[src/rtl/gtp_pkg.sv]
// Shared types and constants for the GTP tape image loader.
//  gtp_state_t : parser FSM states
//  gtp_err_t   : load_err codes reported to the OSD/LED
//  gtp_wr_t    : one RAM write request {addr, data}
package gtp_pkg;

   localparam int unsigned ADDR_W = 16;
   localparam int unsigned DATA_W = 8;

   localparam logic [7:0] GTP_DATA = 8'h00;
   localparam logic [7:0] GTP_NAME = 8'h10;
   localparam logic [7:0] GTP_SYNC = 8'hA5;

   typedef enum logic [3:0] {
      ST_IDLE,
      ST_HDR,
      ST_SYNC,
      ST_ADDR,
      ST_DATA,
      ST_CSUM,
      ST_SKIP,
      ST_DONE,
      ST_ERR
   } gtp_state_t;

   typedef enum logic [2:0] {
      ERR_NONE     = 3'd0,
      ERR_SYNC     = 3'd1,
      ERR_CSUM     = 3'd2,
      ERR_RANGE    = 3'd3,
      ERR_OVERFLOW = 3'd4,
      ERR_TRUNC    = 3'd5,
      ERR_LENGTH   = 3'd6
   } gtp_err_t;

   typedef struct packed {
      logic [ADDR_W-1:0] addr;
      logic [DATA_W-1:0] data;
   } gtp_wr_t;

endpackage

[src/rtl/gtp_wr_skid.sv]
// Output register plus 1-entry skid buffer in front of the RAM write port.
//  clk_sys, reset       : clock, async active-high reset
//  push, push_req       : new write request (only issued when accept_c=1)
//  mem_busy             : RAM cannot take the write this cycle
//  mem_wr/addr/dout     : registered write request, held until mem_busy=0
//  accept_c             : a push this cycle can be stored
//  idle_c               : no write pending anywhere
module gtp_wr_skid
   import gtp_pkg::*;
(
   input  logic        clk_sys,
   input  logic        reset,
   input  logic        push,
   input  gtp_wr_t     push_req,
   input  logic        mem_busy,
   output logic        mem_wr,
   output logic [15:0] mem_addr,
   output logic [7:0]  mem_dout,
   output logic        accept_c,
   output logic        idle_c
);
   gtp_wr_t out_q;
   gtp_wr_t skid_q;
   logic    skid_v;
   logic    out_free_c;

   // Skid is only ever occupied while the output slot is, so full == skid_v && stalled.
   assign accept_c   = !(skid_v && mem_busy);
   assign idle_c     = !mem_wr && !skid_v;
   assign out_free_c = !mem_wr || !mem_busy;
   assign mem_addr   = out_q.addr;
   assign mem_dout   = out_q.data;

   always_ff @(posedge clk_sys or posedge reset) begin
      if (reset) begin
         mem_wr <= 1'b0;
         skid_v <= 1'b0;
         out_q  <= '0;
         skid_q <= '0;
      end else if (out_free_c) begin
         if (skid_v) begin
            out_q  <= skid_q;
            mem_wr <= 1'b1;
            skid_v <= push;
            if (push) skid_q <= push_req;
         end else begin
            mem_wr <= push;
            if (push) out_q <= push_req;
         end
      end else if (push && !skid_v) begin
         skid_q <= push_req;
         skid_v <= 1'b1;
      end
   end

endmodule

[src/rtl/gtp_tape_loader.sv]
// Parses a GTP tape image streamed from data_io and emits Galaksija RAM writes.
//  clk_sys, reset          : clock, async active-high reset
//  ioctl_download/wr/addr/dout : data_io download stream
//  mem_busy                : RAM write port stall
//  mem_wr/addr/dout        : RAM write request (held while mem_busy)
//  load_busy/done/err      : load status, done/err sticky until next download
//  blocks_loaded           : data blocks with a good checksum
module gtp_tape_loader
   import gtp_pkg::*;
#(
   parameter logic [15:0] RAM_BASE   = 16'h2800,
   parameter logic [15:0] RAM_TOP    = 16'hFFFF,
   parameter logic [7:0]  MAX_BLOCKS = 8'd255
) (
   input  logic        clk_sys,
   input  logic        reset,
   input  logic        ioctl_download,
   input  logic        ioctl_wr,
   input  logic [26:0] ioctl_addr,
   input  logic [7:0]  ioctl_dout,
   input  logic        mem_busy,
   output logic        mem_wr,
   output logic [15:0] mem_addr,
   output logic [7:0]  mem_dout,
   output logic        load_busy,
   output logic        load_done,
   output logic [2:0]  load_err,
   output logic [7:0]  blocks_loaded
);
   gtp_state_t  state, state_n;
   gtp_err_t    err_q, err_n;
   logic        dl_q;
   logic [2:0]  step, step_n;
   logic [7:0]  blk_type, blk_type_n;
   logic [31:0] blk_len, blk_len_n, rem, rem_n;
   logic [15:0] start_a, start_n, wr_addr, wr_addr_n;
   logic [7:0]  end_lo, end_lo_n, csum, csum_n;
   logic [26:0] exp_addr, exp_addr_n;
   logic        first_q, first_n;
   logic        busy_n, done_n;
   logic [7:0]  blocks_n;
   logic        push_c, skid_acc_c, skid_idle_c;
   logic        dl_rise_c, dl_fall_c, active_c;
   logic [31:0] len_sh_c;
   logic [15:0] end_c, span_c;
   logic [7:0]  csum_add_c;
   gtp_wr_t     push_req_c;

   assign dl_rise_c  = ioctl_download && !dl_q;
   assign dl_fall_c  = !ioctl_download && dl_q;
   assign active_c   = state inside {ST_HDR, ST_SYNC, ST_ADDR, ST_DATA, ST_CSUM, ST_SKIP};
   assign len_sh_c   = {ioctl_dout, blk_len[31:8]};   // little-endian shift-in
   assign end_c      = {ioctl_dout, end_lo};
   assign span_c     = end_c - start_a;
   assign csum_add_c = csum + ioctl_dout;
   assign push_req_c = '{addr: wr_addr, data: ioctl_dout};
   assign load_err   = err_q;

   gtp_wr_skid u_skid (
      .clk_sys  (clk_sys),
      .reset    (reset),
      .push     (push_c),
      .push_req (push_req_c),
      .mem_busy (mem_busy),
      .mem_wr   (mem_wr),
      .mem_addr (mem_addr),
      .mem_dout (mem_dout),
      .accept_c (skid_acc_c),
      .idle_c   (skid_idle_c)
   );

   // Next-state: byte parsing first, then download edge handling.
   always_comb begin
      state_n    = state;
      err_n      = err_q;
      step_n     = step;
      blk_type_n = blk_type;
      blk_len_n  = blk_len;
      rem_n      = rem;
      start_n    = start_a;
      end_lo_n   = end_lo;
      wr_addr_n  = wr_addr;
      csum_n     = csum;
      exp_addr_n = exp_addr;
      first_n    = first_q;
      busy_n     = load_busy;
      done_n     = load_done;
      blocks_n   = blocks_loaded;
      push_c     = 1'b0;

      if (dl_rise_c) begin
         state_n  = ST_HDR;
         step_n   = 3'd0;
         first_n  = 1'b1;
         busy_n   = 1'b1;
         done_n   = 1'b0;
         err_n    = ERR_NONE;
         blocks_n = 8'd0;
      end else begin
         if (ioctl_wr && active_c) begin
            exp_addr_n = ioctl_addr + 27'd1;
            first_n    = 1'b0;
            if (!first_q && ioctl_addr != exp_addr) begin
               state_n = ST_ERR;
               err_n   = ERR_TRUNC;
            end else begin
               case (state)
                  ST_HDR: begin
                     step_n = step + 3'd1;
                     if (step == 3'd0) blk_type_n = ioctl_dout;
                     else              blk_len_n  = len_sh_c;
                     if (step == 3'd4) begin
                        step_n = 3'd0;
                        // Name blocks, unknown types and data past MAX_BLOCKS are skipped.
                        if (blk_type == GTP_DATA && blocks_loaded != MAX_BLOCKS)
                           state_n = ST_SYNC;
                        else if (len_sh_c == 32'd0)
                           state_n = ST_HDR;
                        else begin
                           state_n = ST_SKIP;
                           rem_n   = len_sh_c;
                        end
                     end
                  end
                  ST_SYNC: begin
                     if (ioctl_dout == GTP_SYNC) begin
                        state_n = ST_ADDR;
                        step_n  = 3'd0;
                        csum_n  = 8'd0;
                     end else begin
                        state_n = ST_ERR;
                        err_n   = ERR_SYNC;
                     end
                  end
                  ST_ADDR: begin
                     csum_n = csum_add_c;
                     step_n = step + 3'd1;
                     case (step)
                        3'd0:    start_n[7:0]  = ioctl_dout;
                        3'd1:    start_n[15:8] = ioctl_dout;
                        3'd2:    end_lo_n      = ioctl_dout;
                        default: begin
                           if (start_a < RAM_BASE || end_c < start_a ||
                               ({1'b0, end_c} - 17'd1) > {1'b0, RAM_TOP}) begin
                              state_n = ST_ERR;
                              err_n   = ERR_RANGE;
                           end else if (blk_len != 32'd6 + 32'(span_c)) begin
                              state_n = ST_ERR;
                              err_n   = ERR_LENGTH;
                           end else begin
                              wr_addr_n = start_a;
                              rem_n     = 32'(span_c);
                              state_n   = (span_c == 16'd0) ? ST_CSUM : ST_DATA;
                           end
                        end
                     endcase
                  end
                  ST_DATA: begin
                     if (!skid_acc_c) begin
                        state_n = ST_ERR;
                        err_n   = ERR_OVERFLOW;
                     end else begin
                        push_c    = 1'b1;
                        csum_n    = csum_add_c;
                        wr_addr_n = wr_addr + 16'd1;
                        rem_n     = rem - 32'd1;
                        if (rem == 32'd1) state_n = ST_CSUM;
                     end
                  end
                  ST_CSUM: begin
                     if (csum_add_c == 8'hFF) begin
                        blocks_n = (blocks_loaded == MAX_BLOCKS) ? blocks_loaded
                                                                 : blocks_loaded + 8'd1;
                        state_n  = ST_HDR;
                        step_n   = 3'd0;
                     end else begin
                        state_n = ST_ERR;
                        err_n   = ERR_CSUM;
                     end
                  end
                  ST_SKIP: begin
                     rem_n = rem - 32'd1;
                     if (rem == 32'd1) begin
                        state_n = ST_HDR;
                        step_n  = 3'd0;
                     end
                  end
                  default: ;
               endcase
            end
         end

         // End of image, judged on the state after any same-cycle byte.
         if (dl_fall_c && state != ST_IDLE && state != ST_DONE) begin
            if (state_n == ST_HDR && step_n == 3'd0) done_n = 1'b1;
            else if (state_n != ST_ERR)              err_n  = ERR_TRUNC;
            state_n = ST_DONE;
         end

         if (state == ST_DONE && skid_idle_c) begin
            state_n = ST_IDLE;
            busy_n  = 1'b0;
         end
      end
   end

   always_ff @(posedge clk_sys or posedge reset) begin
      if (reset) begin
         state         <= ST_IDLE;
         err_q         <= ERR_NONE;
         dl_q          <= 1'b0;
         step          <= 3'd0;
         blk_type      <= 8'd0;
         blk_len       <= 32'd0;
         rem           <= 32'd0;
         start_a       <= 16'd0;
         end_lo        <= 8'd0;
         wr_addr       <= 16'd0;
         csum          <= 8'd0;
         exp_addr      <= 27'd0;
         first_q       <= 1'b0;
         load_busy     <= 1'b0;
         load_done     <= 1'b0;
         blocks_loaded <= 8'd0;
      end else begin
         state         <= state_n;
         err_q         <= err_n;
         dl_q          <= ioctl_download;
         step          <= step_n;
         blk_type      <= blk_type_n;
         blk_len       <= blk_len_n;
         rem           <= rem_n;
         start_a       <= start_n;
         end_lo        <= end_lo_n;
         wr_addr       <= wr_addr_n;
         csum          <= csum_n;
         exp_addr      <= exp_addr_n;
         first_q       <= first_n;
         load_busy     <= busy_n;
         load_done     <= done_n;
         blocks_loaded <= blocks_n;
      end
   end

endmodule

[config.mk]
export PLATFORM = sky130hd
export DESIGN_NAME = gtp_tape_loader
export DESIGN_NICKNAME = d
export VERILOG_FILES = /design/src/rtl/gtp_pkg.sv /design/src/rtl/gtp_wr_skid.sv /design/src/rtl/gtp_tape_loader.sv
export SDC_FILE = /design/constraint.sdc
export NUM_CORES = 1
export LEC_CHECK = 0
export CORE_UTILIZATION = 40
export CTS_CLUSTER_DIAMETER = 200
export DETAILED_ROUTE_END_ITERATION = 16
export GPL_ROUTABILITY_DRIVEN = 0
export SETUP_SLACK_MARGIN = 0.05
export SLEW_MARGIN = 20
export SYNTH_ARGS = -nofsm -noshare
export SYNTH_HDL_FRONTEND = slang
export SYNTH_SLANG_ARGS = --single-unit
[constraint.sdc]
create_clock -name clk_sys -period 20.3 [get_ports clk_sys]
set_clock_uncertainty 0.15 [all_clocks]
set_input_delay 2.03 -clock clk_sys [delete_from_list [all_inputs] [get_ports clk_sys]]
set_output_delay 2.03 -clock clk_sys [all_outputs]
set_load 0.01 [all_outputs]
# Word-level counts from Yosys, hierarchy flattened
# Index checks and enable logic that the tools add are counted.
[classes] bitwise=3 n_reduce_logical=53 order_cmp=3 mux=84 n_eq_ne=32 addsub=9
[op_table] op="32-bit 2-to-1 mux" count=7
[op_table] op="32-bit one-hot mux with 4 select lines" count=1
[op_table] op="24-bit 2-to-1 mux" count=5
[op_table] op="3-bit 2-to-1 mux" count=22
[op_table] op="16-bit 2-to-1 mux" count=4
[op_table] op="8-bit 2-to-1 mux" count=8
[op_table] op="4-bit 2-to-1 mux" count=15
[op_table] op="32-bit by 1-bit == test with 1-bit output (second input constant)" count=1
[op_table] op="32-bit logical NOT" count=1
[op_table] op="32-bit by 17-bit inequality test with 1-bit output" count=1
[op_table] op="16-bit one-hot mux with 2 select lines" count=1
[op_table] op="32-bit by 1-bit subtractor with 32-bit output (second input constant)" count=1
[op_table] op="5-bit AND reduction" count=6
[op_table] op="27-bit by 1-bit adder with 27-bit output (second input constant)" count=1
[op_table] op="27-bit inequality test" count=1
[op_table] op="8-bit == test (second input constant)" count=3
[op_table] op="4-bit one-hot mux with 6 select lines" count=1
[op_table] op="8-bit one-hot mux with 3 select lines" count=1
[op_table] op="2-bit nonzero test" count=9
[op_table] op="3-bit by 16-bit adder with 17-bit output (first input constant)" count=1
[op_table] op="17-bit by 16-bit > comparator with 1-bit output (second input constant)" count=1
[op_table] op="1-bit 2-to-1 mux" count=17
[op_table] op="16-bit by 1-bit subtractor with 17-bit output (second input constant)" count=1
[op_table] op="16-bit by 1-bit adder with 16-bit output (second input constant)" count=1
[op_table] op="35 further kinds" count=74
[word_totals] wordCells=207 in_bits=40 regBits=219 out_inout_bits=38

# Depth between registers and ports, before layout
# Gate-level depths: netlist (run 1).
[depth] depth_word=15 ltp_mapped=19 mapped_depth_nobuf=17

# Hierarchy
# Synthesis (run 1) repeated with hierarchy kept, for this count alone.
[hier_totals] hier_cells=1469 hier_area_um2=13785.7
[modules_own_cells] mod="gtp_tape_loader" instances=1 area_each_um2=11596.1 seq_area_each_um2=4229.1 cells_per_inst=1303
[modules_own_cells] mod="gtp_wr_skid" instances=1 area_each_um2=2189.6 seq_area_each_um2=1251.2 cells_per_inst=166

# Worst setup path before layout (run 1)
# OpenSTA, ideal clock, no wires.
[synth_path] path_kind="in2reg" start="input ioctl_dout[0]" end="register err_q[1] (netlist: load_err[1])" t_arrival_ps=5236 path_buffers=1 cell_stages=14 setup_slack_ps=14794 t_required_ps=20030 cell_sequence="ha_1 > clkbuf_1 > a21boi_0 > a221o_2 > or3_4 > nor3_1 > nand3_1 > xnor2_1 > mux2i_1 > mux2i_4 > o31a_1 > a2111oi_4 > a211oi_2 > and3_1"
[synth_between] elab_chain_cells=15
[synth_lines] item="start, declared" line_no="gtp_tape_loader.sv:20" rtl="input logic [7:0] ioctl_dout,"
[synth_lines] item="16-bit subtractor" line_no="gtp_tape_loader.sv:54" rtl="assign span_c = end_c - start_a;"
[synth_lines] item="3-bit by 16-bit adder with 17-bit output / 16-bit logical NOT (equally long branches)" line_no="gtp_tape_loader.sv:147, gtp_tape_loader.sv:153"
[synth_lines] item="32-bit by 17-bit inequality test with 1-bit output / 1-bit 2-to-1 mux (equally long branches)" line_no="gtp_tape_loader.sv:147, gtp_tape_loader.sv:153"
[synth_lines] item="4-bit 2-to-1 mux" line_no="gtp_tape_loader.sv:147" rtl="end else if (blk_len != 32'd6 + 32'(span_c)) begin"
[synth_lines] item="4-bit 2-to-1 mux" line_no="gtp_tape_loader.sv:143" rtl="if (start_a < RAM_BASE || end_c < start_a ||"
[synth_lines] item="4-bit 2-to-1 mux" line_no="gtp_tape_loader.sv:138" rtl="case (step)"
[synth_lines] item="4-bit one-hot mux with 6 select lines" line_no="gtp_tape_loader.sv:107" rtl="case (state)"
[synth_lines] item="4-bit 2-to-1 mux" line_no="gtp_tape_loader.sv:103" rtl="if (!first_q && ioctl_addr != exp_addr) begin"
[synth_lines] item="4-bit 2-to-1 mux" line_no="gtp_tape_loader.sv:100" rtl="if (ioctl_wr && active_c) begin"
[synth_lines] item="4-bit 2-to-1 mux" line_no="gtp_tape_loader.sv:91" rtl="if (dl_rise_c) begin"
[synth_lines] item="4-bit inequality test / 4-bit by 1-bit == test with 1-bit output (equally long branches)" line_no="gtp_tape_loader.sv:196, gtp_tape_loader.sv:195"
[synth_lines] item="3-bit 2-to-1 mux / 1-bit logical AND (equally long branches)" line_no="gtp_tape_loader.sv:196, gtp_tape_loader.sv:195"
[synth_lines] item="3-bit 2-to-1 mux" line_no="gtp_tape_loader.sv:195" rtl="if (state_n == ST_HDR && step_n == 3'd0) done_n = 1'b1;"
[synth_lines] item="3-bit 2-to-1 mux (*)" line_no="gtp_tape_loader.sv:194" rtl="if (dl_fall_c && state != ST_IDLE && state != ST_DONE) begin"
[synth_lines] item="3-bit 2-to-1 mux (*)" line_no="gtp_tape_loader.sv:91"
[synth_lines] item="via err_n[1]" line_no="gtp_tape_loader.sv:31" rtl="gtp_err_t err_q, err_n;"
[synth_lines] item="end signal, assigned" line_no="gtp_tape_loader.sv:227" rtl="err_q <= err_n;"
[synth_lines] item="end, declared" line_no="gtp_tape_loader.sv:31"
# The timed path passes the listed nets; every way through them passes the cells marked *. The select of a mux whose other input is x is not followed.
# A chain may end at the register's enable or synchronous reset.

# Worst setup path in the final report (run 1)
[layout_path] start="input ioctl_dout[0]" end="register wr_addr[10]"
[layout_between] elab_chain_cells=5
[layout_lines] item="16-bit subtractor, or another cell as far along" line_no="gtp_tape_loader.sv:54"
[layout_lines] item="3-bit by 16-bit adder with 17-bit output, or another cell as far along" line_no="gtp_tape_loader.sv:147"
[layout_lines] item="32-bit by 17-bit inequality test with 1-bit output / 1-bit logical OR (equally long branches)" line_no="gtp_tape_loader.sv:147, gtp_tape_loader.sv:143"
[layout_lines] item="2-bit inequality test (no line)"
[layout_lines] item="8-bit AND reduction (no line) (*)"
[layout_lines] item="end signal, assigned" line_no="gtp_tape_loader.sv:235" rtl="wr_addr <= wr_addr_n;"
[layout_lines] item="end, declared" line_no="gtp_tape_loader.sv:36" rtl="logic [15:0] start_a, start_n, wr_addr, wr_addr_n;"
# Mark *: on every way between the ends. The rest lies on a longest branch, timed or not.

==> impl_metrics.yaml, run 1 <==
status:
  status: "complete, no violations"
worst_setup_path:
  critical-path-top-delay-family: "compound AO/OA/AOI/OAI gates"
  worst_ep_arrival_time_ps: 6720
  worstPathRequired_ps: 20510
  slowest_delay_ps: 580
  critical_path_class: "input port to flip-flop"
  critPathBufInv: 2
  path_max_fanout: 18
  crit_chain: "clkdlybuf4s50_1, buf_4, ha_1, a21boi_0, nand2_1, o311ai_1, a21boi_1, nand3_1, xnor2_1, mux2i_1, mux2i_4, nor3_2, nor2_1, nor2_2, a22oi_1"
  reg2reg_depth: 17
  cp-end-kind: "flip-flop"
  cp_num_cells: 15
  start_kind: "input port"
  cpMaxStageDelayCell: "o311ai_1"
floorplanning:
  die_h_um: 185
  core_um2: 32800
  ioPinCount: 78
  die_w_um: 185
  start_util_pct: 41.1
  dieArea_um2: 34400
  rows: 66
global_routing:
  top_usage_layer: "met2"
  grt_start_max_net_pins: 101
  grt_pass1_wl_um: 58900
  grt_pass1_vias: 10600
  use_met3_pct: 2.71
  antenna_found_initial: 0
  grt_use_met2_pct: 32.7
  grtUsageTotal_pct: 21.7
  grt_util_met1_pct: 32.6
  grt_overflow: 0
power:
  power_switching_mw: 0.874
  seqPwrFrac_pct: 32.8
  combPwrFrac_pct: 45.2
  power_density_nw_per_um2: 137
  p_leak_nw: 6.55
  p_total_mw: 2.13
  switching_share_pct: 41.1
  vdd_drop_max_mv: 0.0620
  clockPowerShare_pct: 22.0
  p_int_mw: 1.25
route:
  drt.antenna.violating_nets: 0
  drc_errors: 0
  vias: 11200
  wl_um: 36500
  dr.pass1.iters: 5
  viasPerCell: 5.71
  wl_per_cell_um: 18.7
  drtIter0Drc: 990
sta:
  finalSetupViolations: 0
  drv_slew: 0
  worst_pin_slew_ps: 1010
  rsz0062_at_grt: "false"
  finalSetupTns_ps: 0
  fmax_ghz: 0.154
  relSlewSlack_pct: 32.2
  hold_slack_ps: 338
  fin_crit_sh_pct: 32.1
  hold_viol_final: 0
  min_period_ps: 6510
cells_and_area:
  drive_gt1_share_pct: 13.0
  nets: 1569
  synthToLayoutAreaGrowth_pct: 15.6
  insertedDiodeCount: 0
  fillers: 3172
  final_area_um2: 15600
clock_tree:
  postCtsResizedCells: 0
  cts_tree: "done"
  root_buffer: "clkbuf_16"
  holdBufCountCts: 0
  cts.path.max_buffers: 3
  cts.clk_slew.worst_paths_ps: 60
  cts_htree_levels: 1
  clock_latency_ps: 540
  cts_buffers: 27
  postCtsSetupBuffers: 0
  clock-sinks: 219
min_path:
  min_path_type: "flip-flop to flip-flop"
  holdPathStages: 2
flow_run:
  max-cap-violations: 0
synthesis:
  netlist_instances: 1441
  synth_edf_count: 0
  synth_fp_nets: 1518
  synth_flop_cell: "dfrtp_1"
  avgSynthCellArea_um2: 9.34
  ys_seq_elements: 219
  netlist_top_cells_area: "dfrtp_1, mux2_2, a21oi_1"
  ys_warn_count: 0
  async_reset_ff_share_pct: 100
  synth.top_cell.area_share_pct: 40.7
  yosysSeqAreaShare_pct: 40.7
  ys_types: 87
  netlist_area_um2: 13500
  yosysTopAreaCell: "dfrtp_1"
placement:
  placed_cell_area_um2: 14600
  dp_hpwl_um: 25600
  port_buffers: 77
[state kept, by name (all words and copies together) (netlist names)]
| signal | flops |
|---|---|
| dl_q | 1 |
| load_done | 1 |
| start_a | 16 |
| u_skid.skid_q | 24 |
| end_lo | 8 |
| csum | 8 |
| exp_addr | 27 |
| u_skid.skid_v | 1 |
| blocks_loaded | 8 |
| load_busy | 1 |
| blk_type | 8 |
| u_skid.mem_dout | 8 |
| wr_addr | 16 |
| state | 4 |
| blk_len | 32 |
| first_q | 1 |
| step | 3 |
| load_err | 3 |
| u_skid.mem_wr | 1 |
| u_skid.mem_addr | 16 |
| rem | 32 |
[Yosys cell counts (5+ instances only)]
cell and n:
a211oi_1 8, nor4_1 20, nand2_1 98, a31oi_1 11
xnor2_1 59, a22oi_1 16, nand3b_1 6, dfrtp_1 219
inv_1 45, and2_1 8, buf_4 5, o21ai_1 13
and3_1 14, o21ai_0 70, o31ai_1 10, a2bb2oi_1 7
or2_2 7, or4_1 13, ha_1 35, a21o_1 5
mux2_2 85, o21a_1 5, nand2b_1 13, or3_1 15
a21oi_1 126, xor2_1 43, nor2_2 8, nand3_1 48
nor2_1 144, a221oi_1 9, a2bb2oi_2 6, o211a_1 5
nand4_1 21, nor3_1 35, nor2b_1 8, clkbuf_1 62
o22ai_1 16, mux2i_1 30
[worst register-to-register path, delay by kind of cell, from the launching register on]
kind | cells | cell delay [ps]
DFF | 1 | 410
AOI/OAI and AO/OA | 5 | 1590
and+or+nand+nor | 8 | 2360
adders and majority gates | 2 | 590
buffers and inverters | 2 | 200
[layout by cell type (no fill, tap or decap), types with 16 or more instances in the layout]
master,count
clkdlybuf4s50_1,77
o21ai_0,70
nor4_1,20
ha_1,35
nand2_1,98
a22oi_1,16
nor2_1,142
nand4_1,21
nor3_1,35
xor2_1,43
dfrtp_1,219
o22ai_1,16
buf_4,18
mux2i_1,30
nand3_1,48
xnor2_1,59
clkbuf_16,27
a21oi_1,126
mux2_2,85
inv_1,44
[power groups by stage]
stage | Clock [mW] | Sequential, mW | Combinational [mW]
final | 0.468 | 0.698 | 0.962
after global routing | 0.497 | 0.717 | 1.07
after CTS | 0.479 | 0.697 | 0.955
after detailed placement | 0 | 0.702 | 0.951
after global placement | 0 | 0.698 | 0.934
after floorplan | 0 | 0.660 | 0.716
[path summary, 6_finish.rpt]
path / startpoint / endpoint / slack [ps]
worst max-delay path: ioctl_dout[0] / wr_addr[10] / 13790
worst min-delay path: csum[0] / csum[0] / 340
worst max register to register: end_lo[0] / wr_addr[10] / 14830
worst min register to register: csum[0] / csum[0] / 340
max in group asynchronous: reset / blocks_loaded[3] / 16980
min in group asynchronous: reset / u_skid.mem_addr[11] / 1890
[metal layers]
| layer | part of all wire (%) | vias up |
|---|---|---|
| met1 | 50 | 5513 |
| met2 | 44 | 255 |
| met5 | 0 | - |
| met4 | 1.9 | 0 |
| li1 | - | 5338 |
| met3 | 5.0 | 48 |
[metrics by stage]
stage | util (%) | cells | setup WS, ps
after detailed placement | 44.7 | 1903 | 13310
after floorplan | - | 1441 | 12130
after global routing | 47.5 | 1953 | 13410
after CTS | 47.3 | 1951 | 13830
after global placement | 44.6 | 1902 | 13400
final | 47.5 | 1953 | 13790
[kinds of logic (layout without fill, tap and decap cells)]
| kind of cell | Yosys count | count (layout) | synth area share [%] |
|---|---|---|---|
| and+or+nand+nor | 481 | 481 | 17.8 |
| AOI/OAI and AO/OA | 358 | 358 | 17.3 |
| DFF | 219 | 219 | 40.7 |
| buffers and inverters | 121 | 191 | 3.73 |
| muxes | 119 | 119 | 9.76 |
| xor gates and xnor gates | 105 | 105 | 7.16 |
| adders and majority gates | 38 | 38 | 3.63 |
[cell type report]
type	instances	area, um^2	share of cell area [%]
clock buffer	38	777	4.99
multi-input combinational	1101	7500	48.2
inverter	45	176	1.13
clock inverter	10	86.3	0.555
tap	442	553	3.55
timing repair buffer	98	988	6.35
sequential	219	5480	35.2
Note: power is estimated with default switching activity, not from simulation.
==> inputs of run 2 (changes only) <==
==> constraint.sdc (replaced) <==
create_clock -name clk_sys -period 5.7 [get_ports clk_sys]
set_clock_uncertainty 0.15 [all_clocks]
set_input_delay 0.57 -clock clk_sys [delete_from_list [all_inputs] [get_ports clk_sys]]
set_output_delay 0.57 -clock clk_sys [all_outputs]
set_load 0.01 [all_outputs]
==> impl_metrics.yaml, run 2 (synthesis gave the netlist of run 1 again) <==
power:
  switching_share_pct: 40.7
  vdd_drop_max_mv: 0.255
  seqPwrFrac_pct: 32.9
  power_density_nw_per_um2: 483
  p_leak_nw: 6.54
  combPwrFrac_pct: 45.2
  clockPowerShare_pct: 21.9
  power_switching_mw: 3.06
  p_int_mw: 4.45
clock_tree:
  clock-sinks: 219
  holdBufCountCts: 0
  postCtsResizedCells: 0
  root_buffer: "clkbuf_16"
  cts.clk_slew.worst_paths_ps: 60
  postCtsSetupBuffers: 0
  cts_tree: "done"
  clock_latency_ps: 540
  cts_htree_levels: 1
  cts.path.max_buffers: 3
  cts_buffers: 26
worst_setup_path:
  cp-end-kind: "flip-flop"
  reg2reg_slack_ps: 690
  r2r-end: "wr_addr[15]"
  start_kind: "flip-flop"
  worst_ep_arrival_time_ps: 5310
  reg2reg_depth: 18
  r2r-start: "end_lo[0]"
  path_max_fanout: 18
  worstPathRequired_ps: 6000
  critical_path_class: "flip-flop to flip-flop"
sta:
  worst_pin_slew_ps: 1010
  relSlewSlack_pct: 32.4
  hold_slack_ps: 284
  finalSetupTns_ps: 0
  fin_crit_sh_pct: 87.9
  fmax_ghz: 0.200
  hold_viol_final: 0
  rsz0062_at_grt: "false"
  drv_slew: 0
  finalSetupViolations: 0
  min_period_ps: 5010
min_path:
  min_path_type: "input port to asynchronous set/reset pin"
placement:
  placed_cell_area_um2: 14700
  dpl.cell_count: 1908
  dp_hpwl_um: 25700
  port_buffers: 77
floorplanning:
  die_h_um: 185
  rows: 66
  die_w_um: 185
  start_util_pct: 41.1
  core_um2: 32800
  ioPinCount: 78
  dieArea_um2: 34400
route:
  viasPerCell: 5.65
  drt.antenna.violating_nets: 0
  drc_errors: 0
  drtIter0Drc: 879
  dr.pass1.iters: 6
  vias: 11000
  wl_per_cell_um: 18.5
  wl_um: 36100
cells_and_area:
  reg_top3: "blk_len (32), rem (32), exp_addr (27)"
  final_cell_count_no_fill: 1955
  fillers: 3141
  drive_gt1_share_pct: 13.0
  synthToLayoutAreaGrowth_pct: 15.4
  final_area_um2: 15500
  multiInputGateArea_um2: 7500
  final_cell_mix: "dfrtp_1, nor2_1, a21oi_1"
  nets: 1571
  utilization_pct: 47.4
  insertedDiodeCount: 0
  layout_commonest_cell: "dfrtp_1"
  regArea_um2: 5480
status:
  status: "complete, no violations"
global_routing:
  grt_pass1_vias: 10700
  grt_util_met1_pct: 31.9
  grt_start_max_net_pins: 136
  grt_use_met2_pct: 33.5
  grtUsageTotal_pct: 21.5
  grt_pass1_wl_um: 58800
  grt_overflow: 0
  top_usage_layer: "met2"
  use_met3_pct: 2.58
  antenna_found_initial: 1
flow_run:
  max-cap-violations: 0
-- run 2: metrics by stage --
| step | power (mW) | worst slack, ps |
|---|---|---|
| after floorplan | 4.90 | 1300 |
| after global placement | 5.79 | 743 |
| after detailed placement | 5.85 | 632 |
| after CTS | 7.55 | 743 |
| after global routing | 8.06 | 328 |
| final | 7.51 | 692 |
-- run 2: metal layers --
layer  share of wire [%]  wire, um
met5                   0         0
met4                 1.5       553
met3                 5.2      1860
met2                  45     16100
met1                  49     17600
-- run 2: cell type report --
| class | instances | share of cell area (%) |
|---|---|---|
| Clock buffer | 40 | 5.05 |
| Clock inverter | 7 | 0.427 |
| Sequential cell | 219 | 35.3 |
| Inverter | 45 | 1.11 |
| Multi-Input combinational cell | 1101 | 48.3 |
| Tap cell | 442 | 3.56 |
| Timing Repair Buffer | 101 | 6.28 |
-- run 2: worst max path at each step --
stage | endpoint | cells past startpoint | slack (ps) | from
floorplan | load_err[1] | 18 | 1300 | end_lo[0]
global placement | wr_addr[10] | 15 | 740 | ioctl_dout[0]
detailed placement | wr_addr[6] | 15 | 630 | ioctl_dout[0]
CTS | wr_addr[15] | 18 | 740 | end_lo[0]
global route | wr_addr[6] | 18 | 330 | end_lo[0]
finish | wr_addr[15] | 18 | 690 | end_lo[0]
-- run 2: power by group through the flow --
stage          registers, mW  clock network [mW]  logic, mW
6_report                2.47                1.65       3.39
5_1_grt                 2.54                1.75       3.77
4_1_cts                 2.47                1.69       3.39
3_5_place_dp            2.49                   0       3.37
3_3_place_gp            2.48                   0       3.31
2_1_floorplan           2.35                   0       2.55
-- run 2: worst max-delay path: stages (launching register included) --
cell	delay [ps]
dfrtp_1	400
inv_1	110
ha_1	160
inv_1	50
fa_1	410
a211oi_2	340
o211ai_1	270
a221o_2	460
or3_4	400
nor3_1	260
nand3_1	240
xnor2_1	180
mux2i_1	230
mux2i_4	140
nor3_2	490
o21bai_2	80
buf_4	220
a21oi_1	140
a2bb2oi_1	190
